[src/rtl/iob_ctls.sv]
// Count leading or trailing symbols of a word (MODE=1 leading, MODE=0 trailing).
// SYMBOL selects whether zeros (0) or ones (1) are counted; the result is W for a uniform word.
module iob_ctls #(
    parameter int W      = 21,
    parameter int MODE   = 0,
    parameter bit SYMBOL = 1'b0,
    localparam int CNT_W = $clog2(W) + 1
) (
    input  logic [W-1:0]     data_i,
    output logic [CNT_W-1:0] count_o
);

    logic [W-1:0] scan;
    logic         found;

    // Walk the word one bit per step so no variable bit-select is needed
    always_comb begin
        count_o = CNT_W'(W);
        found   = 1'b0;
        scan    = SYMBOL ? data_i : ~data_i;
        for (int i = 0; i < W; i++) begin
            if (MODE == 1) begin
                if (!found && !scan[W-1]) begin
                    count_o = CNT_W'(i);
                    found   = 1'b1;
                end
                scan = scan << 1;
            end else begin
                if (!found && !scan[0]) begin
                    count_o = CNT_W'(i);
                    found   = 1'b1;
                end
                scan = scan >> 1;
            end
        end
    end

endmodule

[src/rtl/iob_lz_norm.sv]
// Two-stage leading-zero normalizer: S1 captures the word and its leading-zero count,
// S2 left-shifts the word so its MSB is set, with valid/ready flow control.
module iob_lz_norm #(
    parameter int W      = 21,
    localparam int CNT_W = $clog2(W) + 1
) (
    input  logic             clk_i,
    input  logic             cke_i,
    input  logic             rst_n_i,
    input  logic [W-1:0]     data_i,
    input  logic             valid_i,
    output logic             ready_o,
    output logic [W-1:0]     data_o,
    output logic [CNT_W-1:0] count_o,
    output logic             zero_o,
    output logic             valid_o,
    input  logic             ready_i
);

    logic             v1;
    logic [W-1:0]     s1_data;
    logic [CNT_W-1:0] s1_lz;
    logic [CNT_W-1:0] lz_in;
    logic             v2;
    logic             s1_en;
    logic             s2_en;

    iob_ctls #(
        .W      (W),
        .MODE   (1),
        .SYMBOL (1'b0)
    ) u_ctls (
        .data_i  (data_i),
        .count_o (lz_in)
    );

    // S2 may load when empty or being drained; S1 may load when empty or S2 takes its word
    assign s2_en   = cke_i & (~v2 | ready_i);
    assign s1_en   = cke_i & (~v1 | s2_en);
    assign ready_o = s1_en;
    assign valid_o = v2;

    // A shift by exactly W is defined in SV to yield zero, which is the all-zero result we want
    always_ff @(posedge clk_i) begin
        if (!rst_n_i) begin
            v1      <= 1'b0;
            s1_data <= '0;
            s1_lz   <= '0;
            v2      <= 1'b0;
            data_o  <= '0;
            count_o <= '0;
            zero_o  <= 1'b0;
        end else begin
            if (s2_en) begin
                v2      <= v1;
                data_o  <= s1_data << s1_lz;
                count_o <= s1_lz;
                zero_o  <= (s1_lz == CNT_W'(W));
            end
            if (s1_en) begin
                v1      <= valid_i;
                s1_data <= data_i;
                s1_lz   <= lz_in;
            end
        end
    end

endmodule

[config.mk]
export PLATFORM = sky130hd
export DESIGN_NAME = iob_lz_norm
export DESIGN_NICKNAME = d
export VERILOG_FILES = /design/src/rtl/iob_ctls.sv /design/src/rtl/iob_lz_norm.sv
export SDC_FILE = /design/constraint.sdc
export NUM_CORES = 1
export LEC_CHECK = 0
export ABC_AREA = 1
export BUFFER_PORTS_ARGS = -buffer_cell sky130_fd_sc_hd__buf_2
export CAP_MARGIN = 40
export CORE_MARGIN = 8
export CORE_UTILIZATION = 50
export CTS_BUF_LIST = sky130_fd_sc_hd__clkbuf_4
export DETAILED_ROUTE_END_ITERATION = 7
export HOLD_SLACK_MARGIN = 0.08
export PLACE_DENSITY_LB_ADDON = 0.25
export SYNTH_ARGS = -nofsm -noshare
export SYNTH_HDL_FRONTEND = slang
export SYNTH_HIERARCHICAL = 1
export SYNTH_SLANG_ARGS = --single-unit
[constraint.sdc]
create_clock -name clk_i -period 2.19 [get_ports clk_i]
set_clock_uncertainty 0.05 [all_clocks]
set_input_delay 0.438 -clock clk_i [delete_from_list [all_inputs] [get_ports clk_i]]
set_output_delay 0.438 -clock clk_i [all_outputs]
set_load 0.02 [all_outputs]
==> results of run 1 <==
worst min-delay path, delay by kind of cell:
kind                   cells  cell delay [ns]
buffers and inverters      1             0.10
AND/OR/NAND/NOR            1             0.05
AO/OA/AOI/OAI              1             0.06
logic make-up after synthesis:
family                 synth area share, %
other                                0.113
AO/OA/AOI/OAI                         13.6
flip-flops                            34.3
buffers and inverters                 9.97
AND/OR/NAND/NOR                       42.0
per-layer routing:
| metal | share of wire (%) | vias to the layer above | wire, um | track usage [%] |
|---|---|---|---|---|
| li1 | - | 1784 | - | - |
| met3 | 5.7 | 17 | 506 | 4.69 |
| met2 | 47 | 115 | 4170 | 30.6 |
| met4 | 2.4 | 0 | 212 | 8.97 |
| met1 | 45 | 1587 | 3970 | 22.1 |
| met5 | 0 | - | 0 | 0 |
placed cells by master (no fill, tap or decap), types with 6 or more instances in the layout:
cell type,n
nand2_1,158
o21ai_0,15
inv_1,28
nor2_1,21
dfxtp_1,57
clkbuf_4,10
nand4_1,12
buf_4,13
buf_2,55
nand3_1,86
a21oi_1,55
inv_2,6
sequential cells by signal, summed over array words and instances (netlist names):
register / cells
count_o: 6
data_o: 21
s1_data: 21
s1_lz: 6
v1: 1
valid_o: 1
zero_o: 1
worst min-delay path by stage:
stage,from,endpoint,slack [ns],depth (start not counted)
floorplan,s1_data[20]$_SDFFE_PN0P_,s1_data[20]$_SDFFE_PN0P_,0.39,2
global placement,data_o[6]$_SDFFE_PN0P_,data_o[6]$_SDFFE_PN0P_,0.40,2
detailed placement,data_o[16]$_SDFFE_PN0P_,data_o[16]$_SDFFE_PN0P_,0.40,2
CTS,valid_i,v1$_SDFFE_PN0P_,0.21,3
global route,valid_i,v1$_SDFFE_PN0P_,0.22,3
finish,valid_i,v1$_SDFFE_PN0P_,0.22,3
stage by stage:
step / power [mW] / instances / area [sq um]
after global routing: 2.59 / 638 / 3740
after detailed placement: 1.72 / 622 / 3600
after global placement: 1.71 / 622 / 3600
after floorplan: 1.57 / 505 / 3320
final: 2.45 / 638 / 3740
after CTS: 2.47 / 638 / 3730
cell type report:
class | instances | area (sq um) | area share (%)
Multi-Input combinational cell | 384 | 1860 | 49.7
Sequential cell | 57 | 1140 | 30.5
Timing Repair Buffer | 68 | 373 | 9.97
Inverter | 36 | 138 | 3.68
Tap cell | 77 | 96.3 | 2.58
Clock buffer | 10 | 75.1 | 2.01
Clock inverter | 6 | 58.8 | 1.57
power by group:
| group | internal [mW] | leakage (nW) | switching, mW |
|---|---|---|---|
| clock | 0.353 | 0.0698 | 0.401 |
| combinational | 0.180 | 1.22 | 0.373 |
| sequential | 1.10 | 0.467 | 0.0476 |
| total | 1.63 | 1.75 | 0.822 |
==> flow_metrics.tcl, run 1 <==
set metrics [dict create \
    grt.total_usage_pct 18.7 \
    nFillCells 638 \
    timing.rr.start "s1_lz[1]$_SDFFE_PN0P_" \
    cp.depth 6 \
    post-cts-setup-buffers 0 \
    period_share_pct 90.6 \
    endpoint "ready_o" \
    postSynth.asyncResetShare_pct 0 \
    grt_overflow 0 \
    synth_edf_count 0 \
    r2r_end "data_o[20]$_SDFFE_PN0P_" \
    crit_fanout 22 \
    core_sq_mm 0.00639 \
    ant_nets 0 \
    crit_type "register to output pin" \
    grt_pass1_vias 3314 \
    dp_slack_ns -0.0638 \
    timing.fmax_mhz 504 \
    ys_warn_count 6 \
    cp_slowest_stage_delay_ns 0.33 \
    grt_max_degree 34 \
    start_util_pct 52.1 \
    synth_ff_type "dfxtp_1" \
    cpMaxStageDelayCell "dfxtp_1" \
    whs_ns 0.224 \
    antennaDiodeCount 0 \
    yosysTopAreaCell "dfxtp_1" \
    critPathArrivalTime_ns 1.50 \
    num_rows 29 \
    clockRootBuffer "clkbuf_4" \
    synth_nets 531 \
    grt_pass1_wl_mm 15.1 \
    worst-path-buf-inv 3 \
    cp-end-kind "output pin" \
    hpwl_mm 6.63 \
    htree_num_levels 3 \
    final_util_pct 58.6 \
    leakage_nw 1.75 \
    portBuffers 55 \
    ys_top_cells_by_area "dfxtp_1, nand2_1, nand3_1" \
    finalMaxSlewViolations 0 \
    syn_area_sq_mm 0.00332 \
    yosys_register_bits 57 \
    required_ns 1.70 \
    synth_cell_types 35 \
    cts.repair.resized 0 \
    wl_per_cell_um 13.9 \
    cellPowerDensity_mw_per_mm2 656 \
    hp-class "input pin to register" \
    io_pins 56 \
    cp-startpoint "valid_o$_SDFFE_PN0P_" \
    final-hold-violation-count 0 \
    fin_nets 582 \
    clock_sinks 57 \
    period_minus_slack_ns 1.98 \
    syn-mean-instance-area_sq_um 6.58 \
    maxCapViolCount 0 \
    peakVddDrop_mv 0.515 \
    gp_congestion 0.930 \
    first_pass_iters 5 \
    status "completed" \
    clock_latency_ns 0.40 \
    die_h_um 97.5 \
    antenna_found_initial 0 \
    cts.path.max_buffers 2 \
    critPathMostFrequentCell "nand2_4" \
    dr.first_iter.drc_count 213 \
    drt-total-wl_mm 8.85 \
    fin_tns_setup_ns 0 \
    synth_cells 505 \
    clkTransAtPathRegs_ns 0.10 \
    vias_per_cell 5.49 \
    cpLargestDelayFamily "buffers and inverters" \
    die_area_sq_mm 0.00951 \
    die_x_um 97.5 \
    synthTopCellsByCount "nand2_1, nand3_1, dfxtp_1, a21oi_1, inv_1" \
    drc 0 \
    rsz0062_at_grt "no" \
    drive_gt1_share_pct 19.6 \
    fin_ws_ns 0.205 \
    rr_worst_depth 8 \
    yosysMostFrequentCell "nand2_1" \
    synth-seq-area-share_pct 34.3 \
    synth_top_area_share_pct 34.3 \
    area_delta_synth_final_pct 12.5 \
    cts_buffers 9 \
    vias 3503 \
    worstPathCellList "inv_1 > o21ai_4 > nand2_4 > nand2_4 > inv_4 > buf_2" \
    rrSetupSlack_ns 0.43 \
    critPathLaunchType "register" \
    cts_hold_buf 0 \
    finalSetupViolCount 0 \
    tritoncts "yes" \
]
Power figures use the tool's default switching activity.
==> inputs of run 2 (changes only) <==
==> constraint.sdc (replaced) <==
create_clock -name clk_i -period 1.9 [get_ports clk_i]
set_clock_uncertainty 0.05 [all_clocks]
set_input_delay 0.38 -clock clk_i [delete_from_list [all_inputs] [get_ports clk_i]]
set_output_delay 0.38 -clock clk_i [all_outputs]
set_load 0.02 [all_outputs]
==> run 2 against run 1 <==
  * Utilization grew 2.8 points
  * Register-to-register slack worse by 0.20 ns
  * Power grew 18%
  * Count of clock-buffer cells in the layout unchanged
  * Cell area grew 4.8%
  * Global-route usage is 1.5 points higher
  * Via count rose by 3.6%
  * Largest power group unchanged
==> flow_metrics.tcl, run 2 (same netlist as run 1, synthesis figures left out) <==
set metrics [dict create \
    status "completed" \
    required_ns 1.47 \
    antennaDiodeCount 0 \
    reg_top3 "data_o: 21 flops, s1_data: 21 flops" \
    drc 0 \
    dr.first_iter.drc_count 238 \
    die_area_sq_mm 0.00951 \
    dp_slack_ns -0.342 \
    vias_per_cell 5.53 \
    rsz0062_at_grt "no" \
    final_util_pct 61.4 \
    core_sq_mm 0.00639 \
    cts.path.max_buffers 2 \
    switching_power_mw 0.993 \
    ant_nets 0 \
    tritoncts "yes" \
    hp-class "input pin to register" \
    p_int_mw 1.91 \
    io_pins 56 \
    layout_commonest_cell "nand2_1" \
    fin_ws_ns 0.0891 \
    placed_area_sq_mm 0.00368 \
    p_sw_share_pct 34.2 \
    p_clk_share_pct 30.9 \
    timing.fmax_mhz 552 \
    period_share_pct 95.3 \
    clock_sinks 57 \
    critPathArrivalTime_ns 1.38 \
    critPathLaunchType "register" \
    drt-total-wl_mm 9.50 \
    crit_fanout 7 \
    finalInstanceArea_sq_mm 0.00392 \
    combPwrFrac_pct 23.7 \
    fin_nets 601 \
    gp_congestion 0.918 \
    finalSetupViolCount 0 \
    leakage_nw 1.85 \
    period_minus_slack_ns 1.81 \
    die_h_um 97.5 \
    cts_hold_buf 0 \
    layout_common_cells "nand2_1, nand3_1, dfxtp_1, a21oi_1, buf_2" \
    peakVddDrop_mv 0.562 \
    grt_pass1_wl_mm 16.2 \
    grt_pass1_vias 3499 \
    drive_gt1_share_pct 22.9 \
    grt_max_degree 26 \
    grt_overflow 0 \
    antenna_found_initial 0 \
    seqPwrFrac_pct 45.4 \
    cts_buffers 9 \
    num_rows 29 \
    first_pass_iters 5 \
    start_util_pct 52.1 \
    cellPowerDensity_mw_per_mm2 740 \
    wl_per_cell_um 14.5 \
    grt.total_usage_pct 20.2 \
    final-hold-violation-count 0 \
    cp-end-kind "output pin" \
    portBuffers 55 \
    clkTransAtPathRegs_ns 0.10 \
    hpwl_mm 6.98 \
    fin_tns_setup_ns 0 \
    whs_ns 0.144 \
    crit_type "register to output pin" \
    die_x_um 97.5 \
    clockRootBuffer "clkbuf_4" \
    area_delta_synth_final_pct 18.0 \
    htree_num_levels 3 \
    vias 3630 \
    clock_latency_ns 0.42 \
    finalMaxSlewViolations 0 \
    maxCapViolCount 0 \
]
==> run 2: cell count changes in the layout (fill, tap and decap cells not counted), sizes merged <==
cell	previous run	this run
buf	68	86
clkinv	4	5
==> run 2: routing by layer <==
| layer | vias up | part of all wire [%] | global-route usage, % |
|---|---|---|---|
| li1 | 1820 | - | - |
| met1 | 1692 | 45 | 24.3 |
| met2 | 101 | 49 | 33.0 |
| met3 | 17 | 4.7 | 5.12 |
| met4 | 0 | 1.9 | 8.51 |
| met5 | - | 0 | 0 |
==> run 2: worst paths after layout <==
path | startpoint | endpoint | slack [ns] | cells past startpoint
setup / recovery | valid_o$_SDFFE_PN0P_ | ready_o | 0.09 | 6
hold / removal | valid_i | v1$_SDFFE_PN0P_ | 0.14 | 3
setup reg to reg | valid_o$_SDFFE_PN0P_ | data_o[14]$_SDFFE_PN0P_ | 0.23 | 11
hold reg to reg | data_o[5]$_SDFFE_PN0P_ | data_o[5]$_SDFFE_PN0P_ | 0.42 | 2
==> run 2: final cells by class <==
class | instances | area [sq um]
Fill cell | 616 | 2460
Multi-Input combinational cell | 384 | 1880
Sequential cell | 57 | 1140
Timing Repair Buffer | 86 | 510
Inverter | 36 | 148
Tap cell | 77 | 96.3
Clock buffer | 10 | 75.1
Clock inverter | 6 | 58.8
Timing Repair inverter | 1 | 8.76
==> run 2: worst max-delay path, cell delays in order, from the launching register on <==
cell,delay [ns]
dfxtp_2,0.35
inv_2,0.05
o21ai_4,0.15
nand2_4,0.09
nand2_8,0.11
clkinv_8,0.06
buf_4,0.15
==> run 2: through the flow <==
| step | instances | power (mW) |
|---|---|---|
| final | 657 | 2.90 |
| after global routing | 657 | 3.06 |
| after CTS | 650 | 2.89 |
| after detailed placement | 633 | 2.00 |
| after global placement | 633 | 1.99 |
| after floorplan | 505 | 1.81 |
==> run 2: timing repair <==
item,4_1_cts,5_1_grt
gates cloned,0,1
hold endpoints to repair,0,0
gates resized for setup,3,10
setup endpoints to repair,1,4
buffers inserted,1,6
pin swaps,1,3
==> run 2: power groups by stage <==
stage / combinational [mW] / sequential, mW / clock (mW)
5_1_grt: 0.772 / 1.33 / 0.964
3_3_place_gp: 0.646 / 1.34 / 0
6_report: 0.689 / 1.32 / 0.897
4_1_cts: 0.665 / 1.32 / 0.908
3_5_place_dp: 0.654 / 1.34 / 0
2_1_floorplan: 0.435 / 1.37 / 0
